$ cat src/rtl/smart_access_sequencer_if.sv
// rtl/smart_access_sequencer_if.sv - CPU/DMA key-memory bus bundle for the SMART sequencer
interface smart_access_sequencer_if;
    logic [15:0] cpu_addr;
    logic        cpu_en;
    logic [15:0] cpu_dout;
    logic [15:0] dma_addr;
    logic        dma_en;
    logic [15:0] dma_dout;
    logic [15:0] mem_din;

    modport master (
        output cpu_addr, cpu_en, dma_addr, dma_en, mem_din,
        input  cpu_dout, dma_dout
    );

    modport slave (
        input  cpu_addr, cpu_en, dma_addr, dma_en, mem_din,
        output cpu_dout, dma_dout
    );
endinterface

$ cat src/rtl/smart_access_sequencer.sv
// rtl/smart_access_sequencer.sv - SMART protected code/key sequencer with violation reset stretcher
module smart_access_sequencer #(
    parameter logic [15:0] LOW_CODE   = 16'hA000,
    parameter logic [15:0] HIGH_CODE  = 16'hA0FF,
    parameter logic [15:0] LOW_KEY    = 16'h0200,
    parameter logic [15:0] HIGH_KEY   = 16'h021F,
    parameter int          RST_CYCLES = 4
) (
    input  logic                           mclk,
    input  logic                           reset_n,
    input  logic [15:0]                    ins_addr,
    input  logic                           disable_debug,
    smart_access_sequencer_if.slave        bus,
    output logic                           in_safe_area,
    output logic                           sys_rst,
    output logic [1:0]                     viol_cause,
    output logic [7:0]                     viol_cnt
);
    typedef enum logic [1:0] {S_IDLE, S_INSIDE, S_VIOL, S_HOLD} state_t;

    // VIOL supplies one reset cycle, HOLD counts down through the rest
    localparam logic [7:0] HOLD_INIT = 8'(RST_CYCLES - 2);

    state_t      state, state_nxt;
    logic [7:0]  hold_cnt;
    logic        code_hit, entry, cpu_key, dma_key;
    logic        viol_det;
    logic [1:0]  cause_nxt;

    assign code_hit = (ins_addr >= LOW_CODE) && (ins_addr <= HIGH_CODE);
    assign entry    = (ins_addr == LOW_CODE);
    assign cpu_key  = bus.cpu_en && (bus.cpu_addr >= LOW_KEY) && (bus.cpu_addr <= HIGH_KEY);
    assign dma_key  = bus.dma_en && (bus.dma_addr >= LOW_KEY) && (bus.dma_addr <= HIGH_KEY);

    always_ff @(posedge mclk or negedge reset_n) begin
        if (!reset_n) begin
            state <= S_IDLE;
        end else begin
            state <= state_nxt;
        end
    end

    always_comb begin
        state_nxt    = state;
        viol_det     = 1'b0;
        cause_nxt    = 2'd0;
        in_safe_area = (state == S_INSIDE);
        sys_rst      = (state == S_VIOL) || (state == S_HOLD);
        case (state)
            S_IDLE: begin
                if (!disable_debug && (dma_key || (code_hit && !entry) || (cpu_key && !entry))) begin
                    viol_det  = 1'b1;
                    cause_nxt = dma_key ? 2'd3 : ((code_hit && !entry) ? 2'd1 : 2'd2);
                    state_nxt = S_VIOL;
                end else if (entry) begin
                    state_nxt = S_INSIDE;
                end
            end
            S_INSIDE: begin
                if (!disable_debug && dma_key) begin
                    viol_det  = 1'b1;
                    cause_nxt = 2'd3;
                    state_nxt = S_VIOL;
                end else if (!code_hit) begin
                    state_nxt = S_IDLE;
                end
            end
            S_VIOL: state_nxt = S_HOLD;
            S_HOLD: begin
                if (hold_cnt == 8'd0) begin
                    state_nxt = S_IDLE;
                end
            end
            default: state_nxt = S_IDLE;
        endcase
    end

    always_ff @(posedge mclk or negedge reset_n) begin
        if (!reset_n) begin
            hold_cnt   <= 8'd0;
            viol_cause <= 2'd0;
            viol_cnt   <= 8'd0;
        end else begin
            if (state == S_VIOL) begin
                hold_cnt <= HOLD_INIT;
            end else if (state == S_HOLD && hold_cnt != 8'd0) begin
                hold_cnt <= hold_cnt - 8'd1;
            end
            if (viol_det) begin
                viol_cause <= cause_nxt;
                if (viol_cnt != 8'hFF) begin
                    viol_cnt <= viol_cnt + 8'd1;
                end
            end
        end
    end

    // Key data reaches the CPU only from inside the protected code (or its entry instruction)
    assign bus.cpu_dout = ((cpu_key && (state == S_INSIDE || (state == S_IDLE && entry))) ||
                           (!cpu_key && !sys_rst)) ? bus.mem_din : 16'h0000;
    assign bus.dma_dout = (dma_key || sys_rst) ? 16'h0000 : bus.mem_din;
endmodule

$ cat src/flat_wrapper.sv
// flat-port wrapper written by rule: the top's interface ports become plain ports
module smart_access_sequencer_flat 
#(
    parameter logic [15:0] LOW_CODE   = 16'hA000,
    parameter logic [15:0] HIGH_CODE  = 16'hA0FF,
    parameter logic [15:0] LOW_KEY    = 16'h0200,
    parameter logic [15:0] HIGH_KEY   = 16'h021F,
    parameter int          RST_CYCLES = 4
)
  (mclk, reset_n, ins_addr, disable_debug, in_safe_area, sys_rst, viol_cause, viol_cnt, bus_cpu_addr, bus_cpu_en, bus_dma_addr, bus_dma_en, bus_mem_din, bus_cpu_dout, bus_dma_dout);
  smart_access_sequencer_if bus_i ();
  input  logic mclk;
  input  logic reset_n;
  input  logic [15:0] ins_addr;
  input  logic disable_debug;
  output logic in_safe_area;
  output logic sys_rst;
  output logic [1:0] viol_cause;
  output logic [7:0] viol_cnt;
  input wire logic [$bits(bus_i.cpu_addr)-1:0] bus_cpu_addr;
  input wire logic [$bits(bus_i.cpu_en)-1:0] bus_cpu_en;
  input wire logic [$bits(bus_i.dma_addr)-1:0] bus_dma_addr;
  input wire logic [$bits(bus_i.dma_en)-1:0] bus_dma_en;
  input wire logic [$bits(bus_i.mem_din)-1:0] bus_mem_din;
  output wire logic [$bits(bus_i.cpu_dout)-1:0] bus_cpu_dout;
  output wire logic [$bits(bus_i.dma_dout)-1:0] bus_dma_dout;
  assign bus_i.cpu_addr = bus_cpu_addr;
  assign bus_i.cpu_en = bus_cpu_en;
  assign bus_i.dma_addr = bus_dma_addr;
  assign bus_i.dma_en = bus_dma_en;
  assign bus_i.mem_din = bus_mem_din;
  assign bus_cpu_dout = bus_i.cpu_dout;
  assign bus_dma_dout = bus_i.dma_dout;
  smart_access_sequencer #(.LOW_CODE(LOW_CODE), .HIGH_CODE(HIGH_CODE), .LOW_KEY(LOW_KEY), .HIGH_KEY(HIGH_KEY), .RST_CYCLES(RST_CYCLES)) u_core (.mclk(mclk), .reset_n(reset_n), .ins_addr(ins_addr), .disable_debug(disable_debug), .bus(bus_i), .in_safe_area(in_safe_area), .sys_rst(sys_rst), .viol_cause(viol_cause), .viol_cnt(viol_cnt));
endmodule
$ cat config.mk
export PLATFORM = sky130hd
export DESIGN_NAME = smart_access_sequencer_flat
export DESIGN_NICKNAME = d
export VERILOG_FILES = /design/src/rtl/smart_access_sequencer_if.sv /design/src/rtl/smart_access_sequencer.sv /design/src/flat_wrapper.sv
export SDC_FILE = /design/constraint.sdc
export NUM_CORES = 1
export LEC_CHECK = 0
export CAP_MARGIN = 20
export CELL_PAD_IN_SITES_DETAIL_PLACEMENT = 2
export CELL_PAD_IN_SITES_GLOBAL_PLACEMENT = 2
export CORE_MARGIN = 2
export CORE_UTILIZATION = 18
export DETAILED_ROUTE_END_ITERATION = 10
export PLACE_DENSITY_LB_ADDON = 0.1
export SLEW_MARGIN = 15
export SYNTH_ARGS = -nofsm -noshare
export SYNTH_HDL_FRONTEND = slang
export SYNTH_SLANG_ARGS = --single-unit
$ cat constraint.sdc
create_clock -name mclk -period 10.2 [get_ports mclk]
set_clock_uncertainty 0.1 [all_clocks]
set_input_delay 3.06 -clock mclk [delete_from_list [all_inputs] [get_ports mclk]]
set_output_delay 3.06 -clock mclk [all_outputs]
set_load 0.01 [all_outputs]
==> results of run 1 <==
-- final cells by class --
type / instances / area, µm² / area share, %
clock inverter: 1 / 30.03 / 1.123
sequential: 20 / 500.5 / 18.71
timing repair buffer: 102 / 1021 / 38.17
clock buffer: 3 / 41.29 / 1.543
inverter: 7 / 26.28 / 0.9822
multi-input combinational: 136 / 924.6 / 34.56
tap: 105 / 131.4 / 4.911
-- cells in the mapped netlist (4+ instances only) --
master	number	share of area (%)
and2_1	34	14
dfrtp_1	20	34
o21ai_0	12	4.1
nor4_1	8	3.4
xnor2_1	8	4.7
inv_1	7	1.8
nand2_1	7	1.8
nor2_1	7	1.8
nand3_1	6	2.0
a21oi_1	5	1.7
clkbuf_1	5	1.3
and3_1	4	1.7
nor4b_1	4	2.4
-- layer usage --
layer,vias up,share of wire [%],GRT usage [%]
met4,0,0.22,1.449
met1,769,38,16.20
met2,34,59,28.04
met3,2,2.5,1.596
met5,-,0,0
li1,809,-,-
-- state kept, by name, summed over array words and instances, names as in the netlist --
register and count:
u_core.viol_cause 2, u_core.hold_cnt 8, u_core.state 2, u_core.viol_cnt 8
-- power breakdown --
part | switching, mW | leakage [nW] | internal (mW)
sequential | 0.0248 | 0.272 | 0.0954
clock | 0.0287 | 0.0357 | 0.0524
combinational | 0.0846 | 0.714 | 0.102
total | 0.138 | 1.02 | 0.250
-- worst paths after layout --
check                      depth (start not counted)                    to  slack (ps)
max                                                7       bus_cpu_dout[9]        1450
min                                                1    u_core.hold_cnt[7]         400
max reg2reg                                        5    u_core.viol_cnt[1]        7830
min reg2reg                                        1    u_core.hold_cnt[7]         400
max in group asynchronous                          1  u_core.viol_cause[0]        6200
min in group asynchronous                          1    u_core.hold_cnt[3]        3220
-- cell families (layout without fill, tap and decap cells) --
| family | Yosys count | count (layout) | share of synthesized area [%] |
|---|---|---|---|
| DFF | 20 | 20 | 33.93 |
| muxes | 2 | 2 | 1.781 |
| buffers and inverters | 13 | 113 | 3.393 |
| and+or+nand+nor | 87 | 87 | 36.30 |
| xor gates and xnor gates | 9 | 9 | 5.344 |
| AOI/OAI and AO/OA | 35 | 35 | 16.71 |
| adders and majority gates | 3 | 3 | 2.545 |
-- critical path: stages --
cell and delay (ps):
clkdlybuf4s50_1 400, nor4_1 570, and2_1 250, a211oi_1 100, nor2_2 430, and2_1 200, clkdlybuf4s50_1 570
-- stage by stage --
| stage | setup slack [ps] | util [%] | total power, mW |
|---|---|---|---|
| floorplan | 2647 | - | 0.2097 |
| global placement | 1375 | 32.17 | 0.3101 |
| detailed placement | 1375 | 32.17 | 0.3120 |
| CTS | 1373 | 33.06 | 0.3954 |
| global route | 1206 | 33.06 | 0.4189 |
| finish | 1449 | 33.06 | 0.3880 |
==> reports/qor.csv, run 1 <==
stage,metric,value,unit
status,status,completed,
worst_setup_path,crit_type,input port to output port,
worst_setup_path,path_max_fanout,16,
place,dp_cells,370,
min_path,hp-start,u_core.hold_cnt[7],
timing,fin_hold_ws,396.0,ps
yosys,synth_cells,169,
cells_and_area,final_nets,342,
timing,finalCriticalPeriod,8751,ps
worst_setup_path,crit_path_end_kind,output port,
floorplan,rows,33,
yosys,avgSynthCellArea,8.729,µm²
timing,final.setup.tns,0,ps
timing,rsz0062_at_grt,no,
timing,finalMaxSlewViolations,0,
timing,finalSetupViolations,0,
floorplan,die-area,8936,µm²
floorplan,die_y,94.53,µm
clock_tree,cts_tree,yes,
yosys,synth_async_sr_flop_share,100.0,%
floorplan,io_pins,113,
timing,worstMarginPinSlew,943.2,ps
floorplan,design.core.area,8093,µm²
worst_setup_path,crit_arrival,5590,ps
power,cellPowerDensity,145.1,nW/µm²
yosys,netlist_area,1475,µm²
cells_and_area,finalInstanceArea,2675,µm²
clock_tree,ctsHoldBuffers,0,
floorplan,die_w,94.53,µm
floorplan,start_util,18.23,%
clock_tree,htree_levels,1,
drt,routed_via_density,4.316,
yosys,ys_types,41,
power,leakage,1.022,nW
drt,wl_per_cell,16.77,µm
drt,drt_iter0_drc,29,
clock_tree,cts_buffers,3,
place,io_buffers,102,
drt,ant_nets,0,
timing,fmax,114.3,MHz
cells_and_area,final_cell_mix,"102 x clkdlybuf4s50_1, 34 x and2_1, 20 x dfrtp_1, 12 x o21ai_0",
worst_setup_path,cp-start-kind,input port,
drt,remaining_drc_errors,0,
timing,max_slew_margin,36.92,%
yosys,synth.net_count,241,
global_route,grt_first_pass_wirelength,9535,µm
drt,drt-total-wl,6273,µm
yosys,synth-seq-cells,20,
place,dp.final_hpwl,5304,µm
clock_tree,cts.sink_count,20,
job,maxCapViolCount,0,
clock_tree,clockBufferDepth,2,
clock_tree,insertion_delay,260,ps
worst_setup_path,r2r-start,u_core.state[1],
drt,num_vias,1614,
yosys,synth_seq_area_share,33.93,%
clock_tree,root_buffer,clkbuf_8,
min_path,hp-class,register to register,
clock_tree,cts_resized,0,
global_route,overflow,0,
cells_and_area,drive_gt1_share,5.204,%
cells_and_area,diodes,0,
place,place_congestion,0.6747,
timing,final-hold-violation-count,0,
cells_and_area,final_cells,374,
drt,first_pass_iters,4,
place,postPlaceCellArea,2604,µm²
global_route,antenna_found_initial,0,
timing,finalCritPeriodShare,85.79,%
global_route,grtUsageTotal,13.97,%
yosys,synth-edff-count,0,
yosys,ys_warn_count,0,
global_route,grt_max_degree,21,
worst_setup_path,timing.critical_path.from,ins_addr[1],
global_route,grt_pass1_vias,1733,
clock_tree,clkTransAtPathRegs,70,ps
worst_setup_path,worstPathRequired,7040,ps
yosys,synth-main-ff-cell,dfrtp_1,
power,vdd_ir_drop_max,51.58,µV
cells_and_area,fillCellCount,949,
cells_and_area,layout_commonest_cell,clkdlybuf4s50_1,
cells_and_area,area_growth,81.34,%
clock_tree,cts_setup_buffers,0,
Power figures use the tool's default switching activity.
==> run 2: changes to the inputs <==
--- a/config.mk
+++ b/config.mk
@@ -13,2 +13,3 @@
 export DETAILED_ROUTE_END_ITERATION = 10
+export GPL_TIMING_DRIVEN = 0
 export PLACE_DENSITY_LB_ADDON = 0.1
--- a/constraint.sdc
+++ b/constraint.sdc
@@ -4,2 +4,2 @@
 set_output_delay 3.06 -clock mclk [all_outputs]
-set_load 0.01 [all_outputs]
+set_load 0.02 [all_outputs]
==> run 2 against run 1 <==
  * Non-clock buffer count rose by 7
  * Worst setup slack got worse by 48 ps
  * Highest routed layer unchanged
  * Via count rose by 3.2%
==> reports/qor.csv, run 2 (synthesis results as in run 1) <==
stage,metric,value,unit,change
status,status,completed,,
clock_tree,root_buffer,clkbuf_8,,
worst_setup_path,cp-start-kind,input port,,
clock_tree,cts_tree,yes,,
timing,max_slew_margin,60.06,%,+23 points
job,maxCapViolCount,0,,unchanged
timing,final-hold-violation-count,0,,unchanged
power,leakage,1.037,nW,+1.5%
place,place_ws,1361,ps,-14.33 ps
clock_tree,cts_setup_buffers,0,,unchanged
clock_tree,clockBufferDepth,2,,unchanged
timing,finalCritPeriodShare,86.26,%,+0.47 points
cells_and_area,drive_gt1_share,5.797,%,+0.59 points
place,dp.final_hpwl,5547,µm,+4.6%
worst_setup_path,crit_type,input port to output port,,
cells_and_area,layout_commonest_cell,clkdlybuf4s50_1,,
place,postPlaceCellArea,2628,µm²,+0.91%
floorplan,die-area,8936,µm²,unchanged
clock_tree,clkTransAtPathRegs,80,ps,about the same
worst_setup_path,path_max_fanout,10,,-6
global_route,overflow,0,,unchanged
timing,fmax,113.7,MHz,-0.54%
worst_setup_path,cp_cell_sequence,clkdlybuf4s50_1 > or4_4 > nor2_4 > a211oi_1 > nor2_2 > clkbuf_2 > and2_1 > clkdlybuf4s50_1,,
clock_tree,cts_buffers,3,,unchanged
timing,rsz0062_at_grt,no,,
drt,drt-total-wl,6394,µm,+1.9%
clock_tree,cts.sink_count,20,,unchanged
power,power,394.2,µW,+1.6%
drt,num_vias,1665,,+3.2%
clock_tree,cts_resized,0,,unchanged
drt,ant_nets,0,,unchanged
floorplan,die_w,94.53,µm,unchanged
timing,fin_ws,1401,ps,-47.86 ps
power,cellPowerDensity,145.5,nW/µm²,+0.28%
global_route,grtUsageTotal,14.51,%,+0.54 points
drt,remaining_drc_errors,0,,unchanged
drt,first_pass_iters,4,,unchanged
global_route,grt_first_pass_wirelength,9894,µm,+3.8%
timing,worstMarginPinSlew,592.9,ps,-350.3 ps
timing,finalCriticalPeriod,8799,ps,+47.86 ps
clock_tree,insertion_delay,260,ps,about the same
clock_tree,htree_levels,1,,unchanged
floorplan,design.core.area,8093,µm²,unchanged
cells_and_area,final_nets,349,,+2.0%
cells_and_area,final_cell_mix,"102 x clkdlybuf4s50_1, 34 x and2_1, 20 x dfrtp_1, 12 x o21ai_0",,
worst_setup_path,worstPathRequired,7040,ps,about the same
min_path,hp-class,register to register,,
timing,finalSetupViolations,0,,unchanged
cells_and_area,fin_util,33.49,%,+0.43 points
cells_and_area,finalInstanceArea,2710,µm²,+1.3%
power,vdd_ir_drop_max,50.44,µV,-2.2%
floorplan,io_pins,113,,unchanged
worst_setup_path,slowest_delay,630,ps,+60 ps
worst_setup_path,crit_top_cell,clkdlybuf4s50_1,,
timing,finalMaxSlewViolations,0,,unchanged
global_route,antenna_found_initial,0,,unchanged
cells_and_area,area_growth,83.72,%,
global_route,grt_max_degree,21,,unchanged
place,io_buffers,102,,unchanged
floorplan,start_util,18.23,%,unchanged
cells_and_area,top_regs,"u_core.hold_cnt x8, u_core.viol_cnt x8",,
drt,wl_per_cell,16.78,µm,about the same
drt,drt_iter0_drc,31,,+6.9%
timing,final.setup.tns,0,ps,unchanged
clock_tree,ctsHoldBuffers,0,,unchanged
floorplan,rows,33,,unchanged
worst_setup_path,cp_slowest_cell,clkdlybuf4s50_1,,
floorplan,die_y,94.53,µm,unchanged
global_route,grt_pass1_vias,1794,,+3.5%
place,place_congestion,0.6740,,-0.10%
cells_and_area,diodes,0,,unchanged
worst_setup_path,crit_arrival,5640,ps,+50 ps
drt,routed_via_density,4.370,,+1.3%
worst_setup_path,crit_path_end_kind,output port,,
## run 2: critical path: cells and delay by family
family,cells,cell delay [ps]
AO/OA/AOI/OAI,1,120
buffers and inverters,3,1280
AND/OR/NAND/NOR,4,1170
## run 2: worst paths after layout
kind	startpoint	endpoint	slack, ps	depth (start not counted)
setup reg to reg	u_core.state[1]	u_core.viol_cnt[1]	7970	5
min in group asynchronous	reset_n	u_core.hold_cnt[2]	2960	1
max in group asynchronous	reset_n	u_core.state[0]	6640	2
hold / removal	u_core.hold_cnt[7]	u_core.hold_cnt[7]	400	1
hold reg to reg	u_core.hold_cnt[7]	u_core.hold_cnt[7]	400	1
setup / recovery	ins_addr[9]	bus_cpu_dout[11]	1400	8
## run 2: report_power, final
part           leakage, nW  switching (mW)  internal [mW]
Sequential           0.272          0.0170         0.0956
Combinational        0.736           0.114          0.106
Clock               0.0288          0.0276         0.0344
Total                 1.04           0.158          0.236
## run 2: stage by stage
stage	hold slack, ps	instances
after floorplan	345.9	169
after detailed placement	385.7	376
after CTS	401.5	380
after global placement	380.6	376
after global routing	425.7	381
final	399.0	381
## run 2: metal layers
metal	wire [µm]	vias to the layer above	GRT usage (%)	part of all wire, %
li1	-	824	-	-
met1	2409	797	16.94	38
met2	3724	38	28.21	58
met3	165	6	1.915	2.6
met4	95	0	2.657	1.5
met5	0	-	0	0
## run 2: layout make-up
| class | count | area (µm²) |
|---|---|---|
| Multi-Input combinational cell | 136 | 924.6 |
| Inverter | 7 | 26.28 |
| Sequential cell | 20 | 500.5 |
| Clock buffer | 4 | 55.05 |
| Buffer | 6 | 23.77 |
| Timing Repair Buffer | 103 | 1049 |
| Tap cell | 105 | 131.4 |
| Fill cell | 941 | 5383 |
==> run 3: changes to the inputs <==
Settings changed: CTS_CLUSTER_SIZE set to 20.
==> results of run 3 <==
Final layout, timing and power as in run 2 (identical DEF).
